`config.mk`:
```
export PLATFORM = sky130hd
export DESIGN_NAME = byte_ram_arbiter
export DESIGN_NICKNAME = d
export VERILOG_FILES = /design/src/rtl/byte_ram_arbiter.sv
export SDC_FILE = /design/constraint.sdc
export NUM_CORES = 1
export LEC_CHECK = 0
export ABC_AREA = 1
export ABC_CLOCK_PERIOD_IN_PS = 11000
export CAP_MARGIN = 10
export CORE_UTILIZATION = 30
export CTS_BUF_LIST = sky130_fd_sc_hd__clkbuf_4 sky130_fd_sc_hd__clkbuf_8
export CTS_CLUSTER_SIZE = 28
export DETAILED_ROUTE_END_ITERATION = 12
export SYNTH_ARGS = -nofsm -noshare
export SYNTH_HDL_FRONTEND = slang
export SYNTH_SLANG_ARGS = --single-unit
```
`constraint.sdc`:
```
create_clock -name clk -period 11 [get_ports clk]
set_input_delay 1.65 -clock clk [delete_from_list [all_inputs] [get_ports clk]]
set_output_delay 1.65 -clock clk [all_outputs]
set_load 0.01 [all_outputs]
```
`src/rtl/byte_ram_arbiter.sv`:
```
// Round-robin arbiter sharing one synchronous byte-wide RAM between the
// instruction-fetch port and the load/store data port.
module byte_ram_arbiter #(
  parameter int ADDRESS_WIDTH = 32,
  parameter int WAIT_STATES   = 1
) (
  input  logic                     clk,
  input  logic                     reset,
  input  logic                     fetch_req,
  input  logic [ADDRESS_WIDTH-1:0] fetch_addr,
  output logic                     fetch_busy,
  output logic [7:0]               fetch_data,
  input  logic                     data_req,
  input  logic                     data_we,
  input  logic [ADDRESS_WIDTH-1:0] data_addr,
  input  logic [7:0]               data_wdata,
  output logic                     data_busy,
  output logic [7:0]               data_rdata,
  output logic                     mem_en,
  output logic                     mem_we,
  output logic [ADDRESS_WIDTH-1:0] mem_addr,
  output logic [7:0]               mem_wdata,
  input  logic [7:0]               mem_rdata
);

  typedef enum logic {IDLE, ACCESS} state_t;
  typedef enum logic [1:0] {PORT_NONE, PORT_FETCH, PORT_DATA} port_t;

  state_t                     state_q, state_d;
  port_t                      active_q, active_d;
  port_t                      last_grant_q, last_grant_d;
  logic [4:0]                 cnt_q, cnt_d;
  logic                       f_pend_q, f_pend_d;
  logic                       d_pend_q, d_pend_d;
  logic [ADDRESS_WIDTH-1:0]   f_addr_q, f_addr_d;
  logic [ADDRESS_WIDTH-1:0]   d_addr_q, d_addr_d;
  logic                       d_we_q, d_we_d;
  logic [7:0]                 d_wdata_q, d_wdata_d;
  logic                       mem_en_q, mem_en_d;
  logic                       mem_we_q, mem_we_d;
  logic [ADDRESS_WIDTH-1:0]   mem_addr_q, mem_addr_d;
  logic [7:0]                 mem_wdata_q, mem_wdata_d;
  logic [7:0]                 fetch_data_q, fetch_data_d;
  logic [7:0]                 data_rdata_q, data_rdata_d;
  logic                       f_cand, d_cand;
  port_t                      grant;

  assign f_cand     = fetch_req | f_pend_q;
  assign d_cand     = data_req | d_pend_q;
  assign fetch_busy = fetch_req | f_pend_q | (active_q == PORT_FETCH);
  assign data_busy  = data_req | d_pend_q | (active_q == PORT_DATA);
  assign fetch_data = fetch_data_q;
  assign data_rdata = data_rdata_q;
  assign mem_en     = mem_en_q;
  assign mem_we     = mem_we_q;
  assign mem_addr   = mem_addr_q;
  assign mem_wdata  = mem_wdata_q;

  always_comb begin
    state_d      = state_q;
    active_d     = active_q;
    last_grant_d = last_grant_q;
    cnt_d        = cnt_q;
    f_pend_d     = f_pend_q;
    d_pend_d     = d_pend_q;
    f_addr_d     = f_addr_q;
    d_addr_d     = d_addr_q;
    d_we_d       = d_we_q;
    d_wdata_d    = d_wdata_q;
    mem_en_d     = 1'b0;
    mem_we_d     = 1'b0;
    mem_addr_d   = mem_addr_q;
    mem_wdata_d  = mem_wdata_q;
    fetch_data_d = fetch_data_q;
    data_rdata_d = data_rdata_q;
    grant        = PORT_NONE;

    if (fetch_req && !f_pend_q && active_q != PORT_FETCH) begin
      f_pend_d = 1'b1;
      f_addr_d = fetch_addr;
    end
    if (data_req && !d_pend_q && active_q != PORT_DATA) begin
      d_pend_d  = 1'b1;
      d_addr_d  = data_addr;
      d_we_d    = data_we;
      d_wdata_d = data_wdata;
    end

    case (state_q)
      IDLE: begin
        if (f_cand || d_cand) begin
          if (f_cand && d_cand)
            grant = (last_grant_q == PORT_DATA) ? PORT_FETCH : PORT_DATA;
          else
            grant = f_cand ? PORT_FETCH : PORT_DATA;
          if (grant == PORT_FETCH) begin
            mem_addr_d  = f_pend_q ? f_addr_q : fetch_addr;
            mem_we_d    = 1'b0;
            mem_wdata_d = '0;
            f_pend_d    = 1'b0;
          end else begin
            mem_addr_d  = d_pend_q ? d_addr_q : data_addr;
            mem_we_d    = d_pend_q ? d_we_q : data_we;
            mem_wdata_d = d_pend_q ? d_wdata_q : data_wdata;
            d_pend_d    = 1'b0;
          end
          mem_en_d     = 1'b1;
          cnt_d        = 5'(WAIT_STATES + 1);
          active_d     = grant;
          last_grant_d = grant;
          state_d      = ACCESS;
        end
      end
      ACCESS: begin
        // Counter holds through the strobe cycle, so it reaches 1 exactly
        // when read data is valid, WAIT_STATES+1 cycles after mem_en.
        if (!mem_en_q) begin
          if (cnt_q == 5'd1) begin
            if (active_q == PORT_FETCH)
              fetch_data_d = mem_rdata;
            else if (!d_we_q)
              data_rdata_d = mem_rdata;
            active_d = PORT_NONE;
            state_d  = IDLE;
          end else begin
            cnt_d = cnt_q - 5'd1;
          end
        end
      end
      default: state_d = IDLE;
    endcase
  end

  always_ff @(posedge clk or posedge reset) begin
    if (reset) begin
      state_q      <= IDLE;
      active_q     <= PORT_NONE;
      last_grant_q <= PORT_DATA;
      cnt_q        <= '0;
      f_pend_q     <= 1'b0;
      d_pend_q     <= 1'b0;
      f_addr_q     <= '0;
      d_addr_q     <= '0;
      d_we_q       <= 1'b0;
      d_wdata_q    <= '0;
      mem_en_q     <= 1'b0;
      mem_we_q     <= 1'b0;
      mem_addr_q   <= '0;
      mem_wdata_q  <= '0;
      fetch_data_q <= '0;
      data_rdata_q <= '0;
    end else begin
      state_q      <= state_d;
      active_q     <= active_d;
      last_grant_q <= last_grant_d;
      cnt_q        <= cnt_d;
      f_pend_q     <= f_pend_d;
      d_pend_q     <= d_pend_d;
      f_addr_q     <= f_addr_d;
      d_addr_q     <= d_addr_d;
      d_we_q       <= d_we_d;
      d_wdata_q    <= d_wdata_d;
      mem_en_q     <= mem_en_d;
      mem_we_q     <= mem_we_d;
      mem_addr_q   <= mem_addr_d;
      mem_wdata_q  <= mem_wdata_d;
      fetch_data_q <= fetch_data_d;
      data_rdata_q <= data_rdata_d;
    end
  end

endmodule
```
==> flow_summary.json <==
{
  "status": "finished, violations left",
  "violations": "design-rule violations",
  "total_leakage_power_nw": 4.37,
  "layout_common_cells": "314 x nand2_1, 144 x clkdlybuf4s50_1, 141 x dfrtp_1",
  "path_buf_inv": 2,
  "p_switching_mw": 0.948,
  "finClkSkew_ns": 0.0161,
  "path_cells": "clkdlybuf4s50_1 -> nor2_2 -> nand2_1 -> clkdlybuf4s50_1",
  "register_area_um2": 3580,
  "grt_max_degree": 84,
  "grt_pass1_wl_um": 30900,
  "die-area_um2": 23200,
  "multi_input_area_um2": 2630,
  "nFillCells": 2257,
  "cp.depth": 4,
  "setup_violations": 0,
  "crit_path_frequent_cell": "clkdlybuf4s50_1",
  "arrival_ns": 2.94,
  "cts_setup_buffers": 0,
  "worst_slew_pin_slew_ns": 1.01,
  "cts_hold_buf": 0,
  "slew_headroom_pct": 32.6,
  "total_power_mw": 2.36,
  "hp-class": "flip-flop to flip-flop",
  "ant_nets": 0,
  "cts_buffers": 17,
  "cp.required_ns": 9.35,
  "p_int_mw": 1.41,
  "cp_slowest_cell": "clkdlybuf4s50_1",
  "clkPwrFrac_pct": 19.9,
  "clk_latency_ns": 0.46,
  "swShare_pct": 40.2,
  "antenna_found_initial": 0,
  "wire_per_inst_um": 14.9,
  "layout_commonest_cell": "nand2_1",
  "first_iter_violations": 402,
  "synth_edf_count": 0,
  "synth_ff_type": "dfrtp_1",
  "synthesis.nets": 962,
  "dpl.hpwl_um": 12700,
  "holdPathStages": 2,
  "crit_path_max_incr_delay_ns": 0.48,
  "nets": 1077,
  "ir_worst_vdd_v": 0.000111,
  "die_w_um": 152,
  "finalCriticalPeriod_ns": 4.59,
  "critPathLaunchType": "primary input",
  "p_comb_share_pct": 41.9,
  "die_h_um": 152,
  "synth_top_cell_area_share_pct": 52.4,
  "ys_ff_latch": 143,
  "grt_pass1_vias": 5931,
  "synth_warnings": 0,
  "globalplace.congestion": 0.765,
  "synth_area_um2": 6790,
  "drtPass1Iterations": 12,
  "r2r_cells": 7,
  "grt-ovfl-total": 0,
  "pwr-share-seq_pct": 38.2,
  "slew_viol_final": 0,
  "initial_core_util_pct": 30.8,
  "whs_ns": 0.485,
  "async_flop_share_pct": 100,
  "postSynthCellCount": 875,
  "vias": 6035,
  "pin_count": 145,
  "design.core.area_um2": 22000,
  "synth_area_leaders": "dfrtp_1 52%, nand2_1 17%, o21ai_0 8.8%",
  "htreeDepth": 4,
  "rsz0062_at_grt": "false",
  "cts_resized": 0,
  "drive_gt1_share_pct": 5.78,
  "clockBufferDepth": 2,
  "io_buffers": 144,
  "ys_seq_area_share_pct": 52.7,
  "setup.worst_path.class": "primary input to output port",
  "avgSynthCellArea_um2": 7.76,
  "cts_tree": "done",
  "num_rows": 54,
  "timing.final.hold_violations": 0,
  "drv_cap": 0,
  "cts_sinks": 143,
  "power.density_nw_per_um2": 266,
  "final_util_pct": 40.2,
  "area_growth_pct": 30.5,
  "ctsRootBufferMaster": "clkbuf_8",
  "track_usage_pct": 16.9,
  "drc": 4,
  "max_freq_mhz": 218,
  "yosysTopAreaCell": "dfrtp_1",
  "avgViaCountPerCell": 4.70,
  "period_share_pct": 41.7,
  "setup.worst_path.end_class": "output port",
  "finalSetupTns_ns": 0,
  "yosysUniqueCellTypes": 22,
  "drt_wl_total_um": 19100,
  "clkTransAtPathRegs_ns": 0.08,
  "critical_path.top_delay_family": "buffers and inverters",
  "antennaDiodeCount": 0,
  "cp_max_fo": 3
}
metrics by stage:
stage / worst slack, ns / cell area, um^2 / instances
detailed placement: 6.40 / 8400 / 1250
CTS: 6.40 / 8840 / 1282
global placement: 6.41 / 8400 / 1250
floorplan: 5.51 / 6790 / 875
finish: 6.41 / 8860 / 1283
global route: 6.35 / 8860 / 1283
kinds of logic (layout without fill, tap and decap cells):
group                      count (synthesis)  in the layout  synth area share (%)
and+or+nand+nor                          459            459                  28.8
buffers and inverters                    147            275                  8.72
DFF                                      143            143                  52.7
AOI/OAI and AO/OA                        123            123                  9.20
adders and majority gates                  2              2                 0.369
xor gates and xnor gates                   1              1                 0.129
power groups by stage:
stage          logic (mW)  registers, mW  clock network, mW
3_3_place_gp        0.975          0.906                  0
6_report            0.988          0.901              0.470
5_1_grt              1.12          0.930              0.503
3_5_place_dp         1.00          0.909                  0
2_1_floorplan       0.586          0.918                  0
4_1_cts              1.00          0.903              0.480
flip-flops by register name (all words and copies together) (netlist names):
register,cells
active_q,2
cnt_q,5
d_addr_q,32
d_pend_q,1
d_wdata_q,8
d_we_q,1
data_rdata,8
f_addr_q,32
f_pend_q,1
fetch_data,8
last_grant_q,2
mem_addr,32
mem_en,1
mem_wdata,8
mem_we,1
state_q,1
final timing paths:
path / start / endpoint / slack (ns)
min in group asynchronous: reset / f_addr_q[27] / 1.65
max reg2reg: d_pend_q / mem_we / 8.05
min reg2reg: mem_wdata[2] / mem_wdata[2] / 0.48
max in group asynchronous: reset / mem_addr[8] / 7.94
min: mem_wdata[2] / mem_wdata[2] / 0.48
max: data_req / data_busy / 6.41
area by class of cell:
class                   instances  area share, %
inverters                      92           3.95
flip-flops and latches        143           40.4
repair buffers                151           17.0
multi-input cells             585           29.7
well taps                     280           3.95
clock buffers                  19           2.95
clock inverters                13           2.01
synthesized netlist by cell type, types with 3 or more instances:
cell type	number
inv_1	87
buf_2	26
nand2_2	3
o21ai_0	119
nand2_1	314
nand3_1	98
clkbuf_1	26
inv_2	5
dfrtp_1	142
nand4_1	33
nor2_1	6
nor2_2	3
worst min-delay path, stage by stage (launching register included):
cell,delay [ns]
dfrtp_1,0.35
nand2_1,0.05
nand2_1,0.05
per-layer routing:
| layer | share of wire, % | GRT usage [%] | wire [um] |
|---|---|---|---|
| met1 | 45 | 21.4 | 8700 |
| met2 | 49 | 29.0 | 9370 |
| met3 | 4.1 | 3.61 | 777 |
| met4 | 1.5 | 5.10 | 292 |
| met5 | 0 | 0 | 0 |
Power figures use the tool's default switching activity.
